File: src/rtl/uart_mul_pkg.sv
// Shared constants for the UART multiplier framing stage: FSM state codes,
// the default frame marker and a counter-width helper.
package uart_mul_pkg;

    // Default frame start marker.
    localparam logic [7:0] SYNC_BYTE_DEF = 8'hA5;

    // FSM state encoding, kept as plain constants so legacy tools and
    // checkers can compare against the exposed state vector directly.
    localparam int         STATE_W    = 3;
    localparam logic [2:0] ST_IDLE    = 3'd0;
    localparam logic [2:0] ST_RX_A    = 3'd1;
    localparam logic [2:0] ST_RX_B    = 3'd2;
    localparam logic [2:0] ST_MUL     = 3'd3;
    localparam logic [2:0] ST_TX_LOAD = 3'd4;
    localparam logic [2:0] ST_TX_ACK  = 3'd5;
    localparam logic [2:0] ST_TX_DONE = 3'd6;

    // Bits needed for a counter that must be able to hold max_val itself.
    function automatic int cnt_w(input int max_val);
        if (max_val < 2) begin
            return 1;
        end
        return $clog2(max_val + 1);
    endfunction

endpackage

File: src/rtl/seq_mul.sv
// Sequential unsigned shift-add multiplier. One partial product is added per
// cycle; the first one is folded into the start cycle so that done pulses
// exactly OP_W cycles after start and p holds the full 2*OP_W-bit product
// until the next start.
module seq_mul import uart_mul_pkg::*; #(
    parameter int OP_W = 16
) (
    input  logic                clk,
    input  logic                reset,
    input  logic                start,
    input  logic [OP_W-1:0]     a,
    input  logic [OP_W-1:0]     b,
    output logic                done,
    output logic [2*OP_W-1:0]   p
);

    localparam int            CW        = cnt_w(OP_W);
    localparam logic [CW-1:0] LAST_STEP = CW'(OP_W - 1);

    logic [2*OP_W-1:0] mcand_q, mcand_d;
    logic [2*OP_W-1:0] acc_q, acc_d;
    logic [OP_W-1:0]   mplr_q, mplr_d;
    logic [CW-1:0]     step_q, step_d;
    logic              run_q, run_d;
    logic              done_q, done_d;
    logic [2*OP_W-1:0] a_ext;

    // Next-state: load and apply bit 0 on start, then one multiplier bit per cycle.
    always_comb begin
        mcand_d = mcand_q;
        acc_d   = acc_q;
        mplr_d  = mplr_q;
        step_d  = step_q;
        run_d   = run_q;
        done_d  = 1'b0;
        a_ext   = {{OP_W{1'b0}}, a};
        if (start) begin
            mcand_d = a_ext << 1;
            mplr_d  = b >> 1;
            acc_d   = b[0] ? a_ext : '0;
            step_d  = CW'(1);
            run_d   = 1'b1;
        end else if (run_q) begin
            if (mplr_q[0]) begin
                acc_d = acc_q + mcand_q;
            end
            mcand_d = mcand_q << 1;
            mplr_d  = mplr_q >> 1;
            step_d  = step_q + CW'(1);
            if (step_q == LAST_STEP) begin
                run_d  = 1'b0;
                done_d = 1'b1;
            end
        end
    end

    // Datapath and control registers.
    always_ff @(posedge clk) begin
        if (reset) begin
            mcand_q <= '0;
            acc_q   <= '0;
            mplr_q  <= '0;
            step_q  <= '0;
            run_q   <= 1'b0;
            done_q  <= 1'b0;
        end else begin
            mcand_q <= mcand_d;
            acc_q   <= acc_d;
            mplr_q  <= mplr_d;
            step_q  <= step_d;
            run_q   <= run_d;
            done_q  <= done_d;
        end
    end

    assign done = done_q;
    assign p    = acc_q;

endmodule

File: src/rtl/uart_mul_frame.sv
// Framing and compute stage between UART RX and UART TX. Collects
// SYNC + A + B (operands LSB byte first), multiplies them with seq_mul and
// streams the 2*OP_W-bit product back LSB byte first.
//
// Transmit handshake: tx_start is a one-cycle request, raised only while
// tx_ready=1; tx_data is valid with it and held until the transmitter has
// gone busy (tx_ready=0) and returned idle (tx_ready=1) again.
// OP_W must be a multiple of 8 and at least 8.
module uart_mul_frame import uart_mul_pkg::*; #(
    parameter int         OP_W        = 16,
    parameter logic [7:0] SYNC_BYTE   = SYNC_BYTE_DEF,
    parameter int         TIMEOUT_CYC = 50000
) (
    input  logic        clk,
    input  logic        reset,
    input  logic [7:0]  rx_data,
    input  logic        rx_valid,
    output logic [7:0]  tx_data,
    output logic        tx_start,
    input  logic        tx_ready,
    output logic        busy,
    output logic        err_timeout,
    output logic        err_overrun,
    output logic [2:0]  dbg_state_o
);

    localparam int NB   = OP_W / 8;
    localparam int BC_W = cnt_w(NB);
    localparam int TM_W = cnt_w(TIMEOUT_CYC);
    localparam int IX_W = cnt_w(2 * NB);

    localparam logic [BC_W-1:0] LAST_BYTE = BC_W'(NB - 1);
    localparam logic [TM_W-1:0] TMO_LIMIT = TM_W'(TIMEOUT_CYC);
    localparam logic [IX_W-1:0] LAST_IDX  = IX_W'(2 * NB - 1);

    logic [2:0]        state_q, state_d;
    logic [BC_W-1:0]   byte_cnt_q, byte_cnt_d;
    logic [TM_W-1:0]   tmo_q, tmo_d;
    logic [IX_W-1:0]   idx_q, idx_d;
    logic [OP_W-1:0]   a_q, a_d;
    logic [OP_W-1:0]   b_q, b_d;
    logic              err_tmo_q, err_ovr_q;
    logic              tmo_hit, ovr_hit, mul_start, mul_done;
    logic              is_sync;
    logic [OP_W-1:0]   a_shift, b_shift;
    logic [2*OP_W-1:0] mul_p;

    assign is_sync = rx_valid && (rx_data == SYNC_BYTE);
    // New byte enters at the top, so the first byte received ends up in the LSBs.
    assign a_shift = OP_W'({rx_data, a_q} >> 8);
    assign b_shift = OP_W'({rx_data, b_q} >> 8);

    // Frame FSM: byte collection, timeout abort, multiply wait and byte-wise TX.
    always_comb begin
        state_d    = state_q;
        byte_cnt_d = byte_cnt_q;
        tmo_d      = tmo_q;
        idx_d      = idx_q;
        a_d        = a_q;
        b_d        = b_q;
        tmo_hit    = 1'b0;
        mul_start  = 1'b0;
        case (state_q)
            ST_IDLE: begin
                if (is_sync) begin
                    state_d    = ST_RX_A;
                    byte_cnt_d = '0;
                    tmo_d      = '0;
                    a_d        = '0;
                    b_d        = '0;
                end
            end
            ST_RX_A, ST_RX_B: begin
                if (tmo_q == TMO_LIMIT) begin
                    // Abort wins over a same-cycle byte, which is then
                    // judged as if the block were already idle.
                    tmo_hit    = 1'b1;
                    a_d        = '0;
                    b_d        = '0;
                    byte_cnt_d = '0;
                    tmo_d      = '0;
                    state_d    = is_sync ? ST_RX_A : ST_IDLE;
                end else if (rx_valid) begin
                    tmo_d = '0;
                    if (state_q == ST_RX_A) begin
                        a_d = a_shift;
                    end else begin
                        b_d = b_shift;
                    end
                    if (byte_cnt_q == LAST_BYTE) begin
                        byte_cnt_d = '0;
                        if (state_q == ST_RX_A) begin
                            state_d = ST_RX_B;
                        end else begin
                            state_d   = ST_MUL;
                            mul_start = 1'b1;
                        end
                    end else begin
                        byte_cnt_d = byte_cnt_q + BC_W'(1);
                    end
                end else begin
                    tmo_d = tmo_q + TM_W'(1);
                end
            end
            ST_MUL: begin
                if (mul_done) begin
                    state_d = ST_TX_LOAD;
                    idx_d   = '0;
                end
            end
            ST_TX_LOAD: begin
                if (tx_ready) begin
                    state_d = ST_TX_ACK;
                end
            end
            ST_TX_ACK: begin
                if (!tx_ready) begin
                    state_d = ST_TX_DONE;
                end
            end
            ST_TX_DONE: begin
                if (tx_ready) begin
                    if (idx_q == LAST_IDX) begin
                        idx_d   = '0;
                        state_d = ST_IDLE;
                    end else begin
                        idx_d   = idx_q + IX_W'(1);
                        state_d = ST_TX_LOAD;
                    end
                end
            end
            default: begin
                state_d = ST_IDLE;
            end
        endcase
    end

    // Bytes arriving while computing or transmitting are dropped and flagged.
    assign ovr_hit = rx_valid && (state_q >= ST_MUL);

    // State, counters, operands and registered error pulses.
    always_ff @(posedge clk) begin
        if (reset) begin
            state_q    <= ST_IDLE;
            byte_cnt_q <= '0;
            tmo_q      <= '0;
            idx_q      <= '0;
            a_q        <= '0;
            b_q        <= '0;
            err_tmo_q  <= 1'b0;
            err_ovr_q  <= 1'b0;
        end else begin
            state_q    <= state_d;
            byte_cnt_q <= byte_cnt_d;
            tmo_q      <= tmo_d;
            idx_q      <= idx_d;
            a_q        <= a_d;
            b_q        <= b_d;
            err_tmo_q  <= tmo_hit;
            err_ovr_q  <= ovr_hit;
        end
    end

    // b_d carries the final B byte in the start cycle.
    seq_mul #(.OP_W(OP_W)) u_mul (
        .clk   (clk),
        .reset (reset),
        .start (mul_start),
        .a     (a_q),
        .b     (b_d),
        .done  (mul_done),
        .p     (mul_p)
    );

    // Request is gated by reset so nothing is launched in a reset cycle.
    assign tx_start    = (state_q == ST_TX_LOAD) && tx_ready && !reset;
    assign tx_data     = 8'(mul_p >> {idx_q, 3'b000});
    assign busy        = (state_q != ST_IDLE);
    assign err_timeout = err_tmo_q;
    assign err_overrun = err_ovr_q;
    assign dbg_state_o = state_q;

endmodule

File: config.mk
export PLATFORM = sky130hd
export DESIGN_NAME = uart_mul_frame
export DESIGN_NICKNAME = d
export VERILOG_FILES = /design/src/rtl/uart_mul_pkg.sv /design/src/rtl/seq_mul.sv /design/src/rtl/uart_mul_frame.sv
export SDC_FILE = /design/constraint.sdc
export NUM_CORES = 1
export LEC_CHECK = 0
export BUFFER_PORTS_ARGS = -buffer_cell sky130_fd_sc_hd__buf_2
export CORE_MARGIN = 3
export CORE_UTILIZATION = 45
export CTS_BUF_LIST = sky130_fd_sc_hd__clkbuf_16
export CTS_CLUSTER_SIZE = 8
export DETAILED_ROUTE_END_ITERATION = 8
export PLACE_DENSITY = 0.66
export SKIP_CTS_REPAIR_TIMING = 1
export SLEW_MARGIN = 20
export SYNTH_ARGS = -nofsm -noshare
export SYNTH_HDL_FRONTEND = slang
export SYNTH_SLANG_ARGS = --single-unit
File: constraint.sdc
create_clock -name clk -period 4 [get_ports clk]
set_input_delay 0.6 -clock clk [delete_from_list [all_inputs] [get_ports clk]]
set_output_delay 0.6 -clock clk [all_outputs]
set_load 0.02 [all_outputs]
* Yosys cells after proc, flatten, opt, wreduce, memory -nomap -nowiden
Index checks and enable logic that the tools add are counted.
Cells by class: add/subtract/negate cells 5, order comparisons 1, eq/ne operators 19, shift operators 1, multiplexer cells 54, bitwise logic cells 2, reduce and logical (&&, ||, !) cells 21
Operator list (count):
- $mux 16 | 11
- $mux 32 | 3
- $pmux 16 s2 | 3
- $mux 3 | 12
- $mux 17 | 2
- $add 32x32->32 | 1
- $shr 32x6->8 | 1
- $mux 15 | 2
- $pmux 3 s6 | 1
- $add 16x1->16 const B | 1
- $eq 16x16->1 const B | 1
- $mux 1 | 14
- $eq 3x2->1 const B | 3
- $eq 3x3->1 const B | 3
- $ne 3x3->1 const B | 3
- $eq 8x8->1 const B | 1
- $mux 2 | 4
- $ne 2x2->1 const B | 4
- $reduce_bool 2->1 | 4
- $reduce_and 7->1 | 1
- $pmux 3 s2 | 1
- $reduce_and 3->1 | 2
- $reduce_or 2->1 | 3
- $add 5x1->5 const B | 1
- 16 further kinds | 21
Storage, ports and cells: bits in registers 143, bits of input ports 12, output and inout bits 15, word-level logic and storage cells 119

* Logic depth before layout (Yosys ltp)
word-level depth 8, mapped depth 13

* By module
From an unflattened synthesis, not the netlist that was laid out.
Second synthesis, totals: cells, all modules 975, area total of the unflattened synthesis 8030.2 um^2
Modules (own cells, without submodules):
- seq_mul | instances 1, cells each 651, area each 5128.7 um^2, sequential area each 1701.6 um^2
- uart_mul_frame | instances 1, cells each 324, area each 2901.5 um^2, sequential area each 1161.1 um^2

* Least setup slack after synthesis
No wires, ideal clock.
path type reg-to-reg, from register u_mul.acc_q[1] (netlist: u_mul.p[1]), to register u_mul.acc_q[21] (netlist: u_mul.p[21]), setup time 0.117 ns, data arrival time 2.605 ns, required time 3.883 ns, slack 1.277 ns, stages on the path, launching flop included 14, buffers on the path 0, period minus slack after synthesis 2.723 ns, path through dfxtp_1 ha_1 inv_1 fa_1 nor2b_1 o31a_1 o21a_1 o41ai_2 a21oi_2 o21ai_2 a21boi_1 o21a_1 or3_1 a32o_1
On the way: word-level cells in the longest chain between the ends 4
Ends and longest elaborated chain:
- start, declared | line seq_mul.sv:21 | logic [2*OP_W-1:0] acc_q, acc_d;
- start signal, assigned | line seq_mul.sv:61 | acc_q <= '0;
- start signal, assigned | line seq_mul.sv:68 | acc_q <= acc_d;
- $add 32x32->32 | line seq_mul.sv:45 | acc_d = acc_q + mcand_q;
- $mux 32 | line seq_mul.sv:44 | if (mplr_q[0]) begin
- $mux 32 | line seq_mul.sv:43 | end else if (run_q) begin
- $mux 32 | line seq_mul.sv:37 | if (start) begin
No other way between the ends. The select of a mux whose other input is x is not followed. A chain may end at the register's enable or synchronous reset.

* Worst setup path after layout
from register u_mul.acc_q[1] (netlist: u_mul.p[1]), to register u_mul.acc_q[31] (netlist: u_mul.p[31])
The elaborated chain is that of the path after synthesis.

==> metrics.cfg <==
[worst_setup_path]
crit_path_start_kind = flop
reg2regPathDepth = 13
worstSetupEndpointType = flop
path_cells = ha_1, inv_1, fa_1, nor2b_1, o31a_1, o21a_1, o41ai_2, a21oi_2, o21ai_1, nor2_1, mux2i_1, or4_1, nand2_1
cp.required_ns = 4.37
arrival_ns = 3.46
worstPathMaxFanout = 4
critPathMaxStageDelay_ns = 0.46
worstSetupPathType = flop to flop
slowest_stage = or4_1

[synthesis]
synthTopCellsByCount = dfxtp_1 (136), nor2_1 (125), a21oi_1 (79), nand2_1 (54), mux2i_1 (47)
synthCells = 864
syn_nets = 912
ys_warn_count = 0
syn_avg_cell_area_um2 = 8.54
yosysSeqAreaShare = 0.369
synth_edf_count = 0
yosysMostFrequentCell = dfxtp_1
ys_types = 69
synthTopCellsByArea = dfxtp_1 (37%), mux2i_1 (6.4%), nor2_1 (6.4%)
yosysTopAreaCell = dfxtp_1
synth-seq-cells = 136
synth_top_area_frac = 0.369
ys_async_sr_fraction = 0
synth_flop_cell = dfxtp_1
synth_area_um2 = 7380

[timing]
worst_pin_slew_ns = 1.08
rsz0062_at_grt = false
worst_slack_ns = 0.908
setup_violations = 0
finClkSkew_ns = 0.00930
post-route-period-util = 0.773
max-slew-margin-rel = 0.277
fmax_mhz = 323
hold_viol = 0
report.final.slew_viol_count = 0
fin_tns_setup_ns = 0
min_period_ns = 3.09

[placed_design]
gp_congestion = 0.888
port_buffers = 26
pre_cts_slack_ns = 0.829
dp_hpwl_um = 13100

[die]
design.die.area_um2 = 18000
die_h_um = 134
fp.dieW_um = 134
io_pins = 27
rows = 46
start_util = 0.463
core_area_um2 = 15900

[cells_and_area]
diodes = 0
drive_gt1_frac = 0.103
num-nets-final = 908
syn_to_final_growth_pct = 11.0

[routing]
vias = 6277
post-route-drc-count = 0
drtIter0Drc = 544
ant_nets = 0
wl_per_cell_um = 17.3
firstDrtPassIters = 5
vias_per_cell = 5.76
wirelength_um = 18800

[pwr]
p_leak_nw = 3.18
ir_worst_vdd_mv = 0.296
p_total_mw = 3.03
power_density_nw_per_um2 = 370

[clock_network]
path_clk_slew_ns = 0.06
clk_latency_ns = 0.42
clockBufferDepth = 2
cts_root_buf = clkbuf_16
clock-sinks = 136
numCtsBuffers = 17
cts_tree = yes
htreeDepth = 4

[global_routing]
antenna_found_initial = 0
overflow = 0
grt_pass1_vias = 5831
grt_usage = 0.210
grt_pass1_wl_um = 30400
grt_max_degree = 65

[hold_path]
hp-class = primary input to flop
hold_depth = 3

[status]
status = finished clean

[job]
drv_cap = 0

==> critical path: cells and delay by family, from the launching register on <==
kind            cells  cell delay (ns)
compound gates      5             1.34
fa+ha+maj           2             0.43
buf+inv             1             0.07
flops               1             0.34
mux                 1             0.14
simple gates        4             0.70
==> worst paths after layout <==
check                              from                    endpoint  slack, ns
max reg2reg     u_mul.p[1]$_SDFFE_PP0P_    u_mul.p[31]$_SDFFE_PP0P_       0.91
min                          rx_data[5]        a_q[13]$_SDFFE_PP0P_       0.47
max             u_mul.p[1]$_SDFFE_PP0P_    u_mul.p[31]$_SDFFE_PP0P_       0.91
min reg2reg  byte_cnt_q[1]$_SDFFE_PP0P_  byte_cnt_q[1]$_SDFFE_PP0P_       0.48
==> layer usage <==
layer  wire, um  share of wire  global-route usage
met5          0              0                   0
met4        298          0.016              0.0611
met3       1040          0.055              0.0424
met2       8480           0.45               0.328
met1       9020           0.48               0.297
==> area by class of cell <==
cell class / count / area [um2]
fillers: 1545 / 7750
repair buffers: 37 / 213
clock buffers: 17 / 425
well taps: 216 / 270
flip-flops and latches: 136 / 2720
inverters: 14 / 52.6
clock inverters: 15 / 140
multi-input cells: 654 / 4360
==> state kept, by name, indices dropped and copies added, names as in the netlist <==
| register | cells |
|---|---|
| a_q | 16 |
| b_q | 9 |
| byte_cnt_q | 2 |
| dbg_state_o | 3 |
| err_overrun | 1 |
| err_timeout | 1 |
| idx_q | 3 |
| tmo_q | 16 |
| u_mul.done | 1 |
| u_mul.mcand_q | 31 |
| u_mul.mplr_q | 15 |
| u_mul.p | 32 |
| u_mul.run_q | 1 |
| u_mul.step_q | 5 |
==> kinds of logic (layout without fill, tap and decap cells) <==
| logic type | after synthesis | after routing | synth area share |
|---|---|---|---|
| AO/OA/AOI/OAI | 222 | 222 | 0.200 |
| XOR/XNOR | 33 | 33 | 0.0392 |
| adder cells (fa/ha/maj) | 36 | 36 | 0.0621 |
| buffers and inverters | 74 | 83 | 0.0397 |
| flip-flops | 136 | 136 | 0.369 |
| multiplexers | 56 | 56 | 0.0897 |
| AND/OR/NAND/NOR | 307 | 307 | 0.200 |
==> report_power, final <==
part           internal [mW]  leakage, nW  switching [mW]  total [mW]
combinational         0.0398         1.80           0.106       0.146
sequential              1.36         1.10          0.0135        1.38
clock                  0.906        0.282           0.598        1.50
==> cells in the final DEF, fill, tap and decap left out, types with 11 or more instances in the layout <==
master | netlist | layout
o21ai_0 | 28 | 28
nor2b_1 | 15 | 15
a21oi_1 | 79 | 79
nand3_1 | 31 | 31
inv_1 | 14 | 17
ha_1 | 35 | 35
xnor2_1 | 15 | 15
dfxtp_1 | 136 | 135
a211oi_1 | 36 | 36
buf_2 | 9 | 26
xor2_1 | 18 | 18
clkbuf_16 | 0 | 17
nor2_1 | 125 | 125
nor3_1 | 18 | 18
a21o_1 | 16 | 16
a22oi_1 | 15 | 15
mux2i_1 | 47 | 47
buf_4 | 0 | 11
nand2_1 | 54 | 53
==> per-stage QoR <==
stage               hold slack [ns]  utilization  cell area (um2)  cells
CTS                           0.450        0.514             8190   1089
global route                  0.476        0.514             8190   1089
global placement              0.457        0.478             7620   1057
finish                        0.472        0.514             8190   1089
detailed placement            0.469        0.478             7620   1057
floorplan                     0.443            -             7380    864
Note: power is estimated with default switching activity, not from simulation.
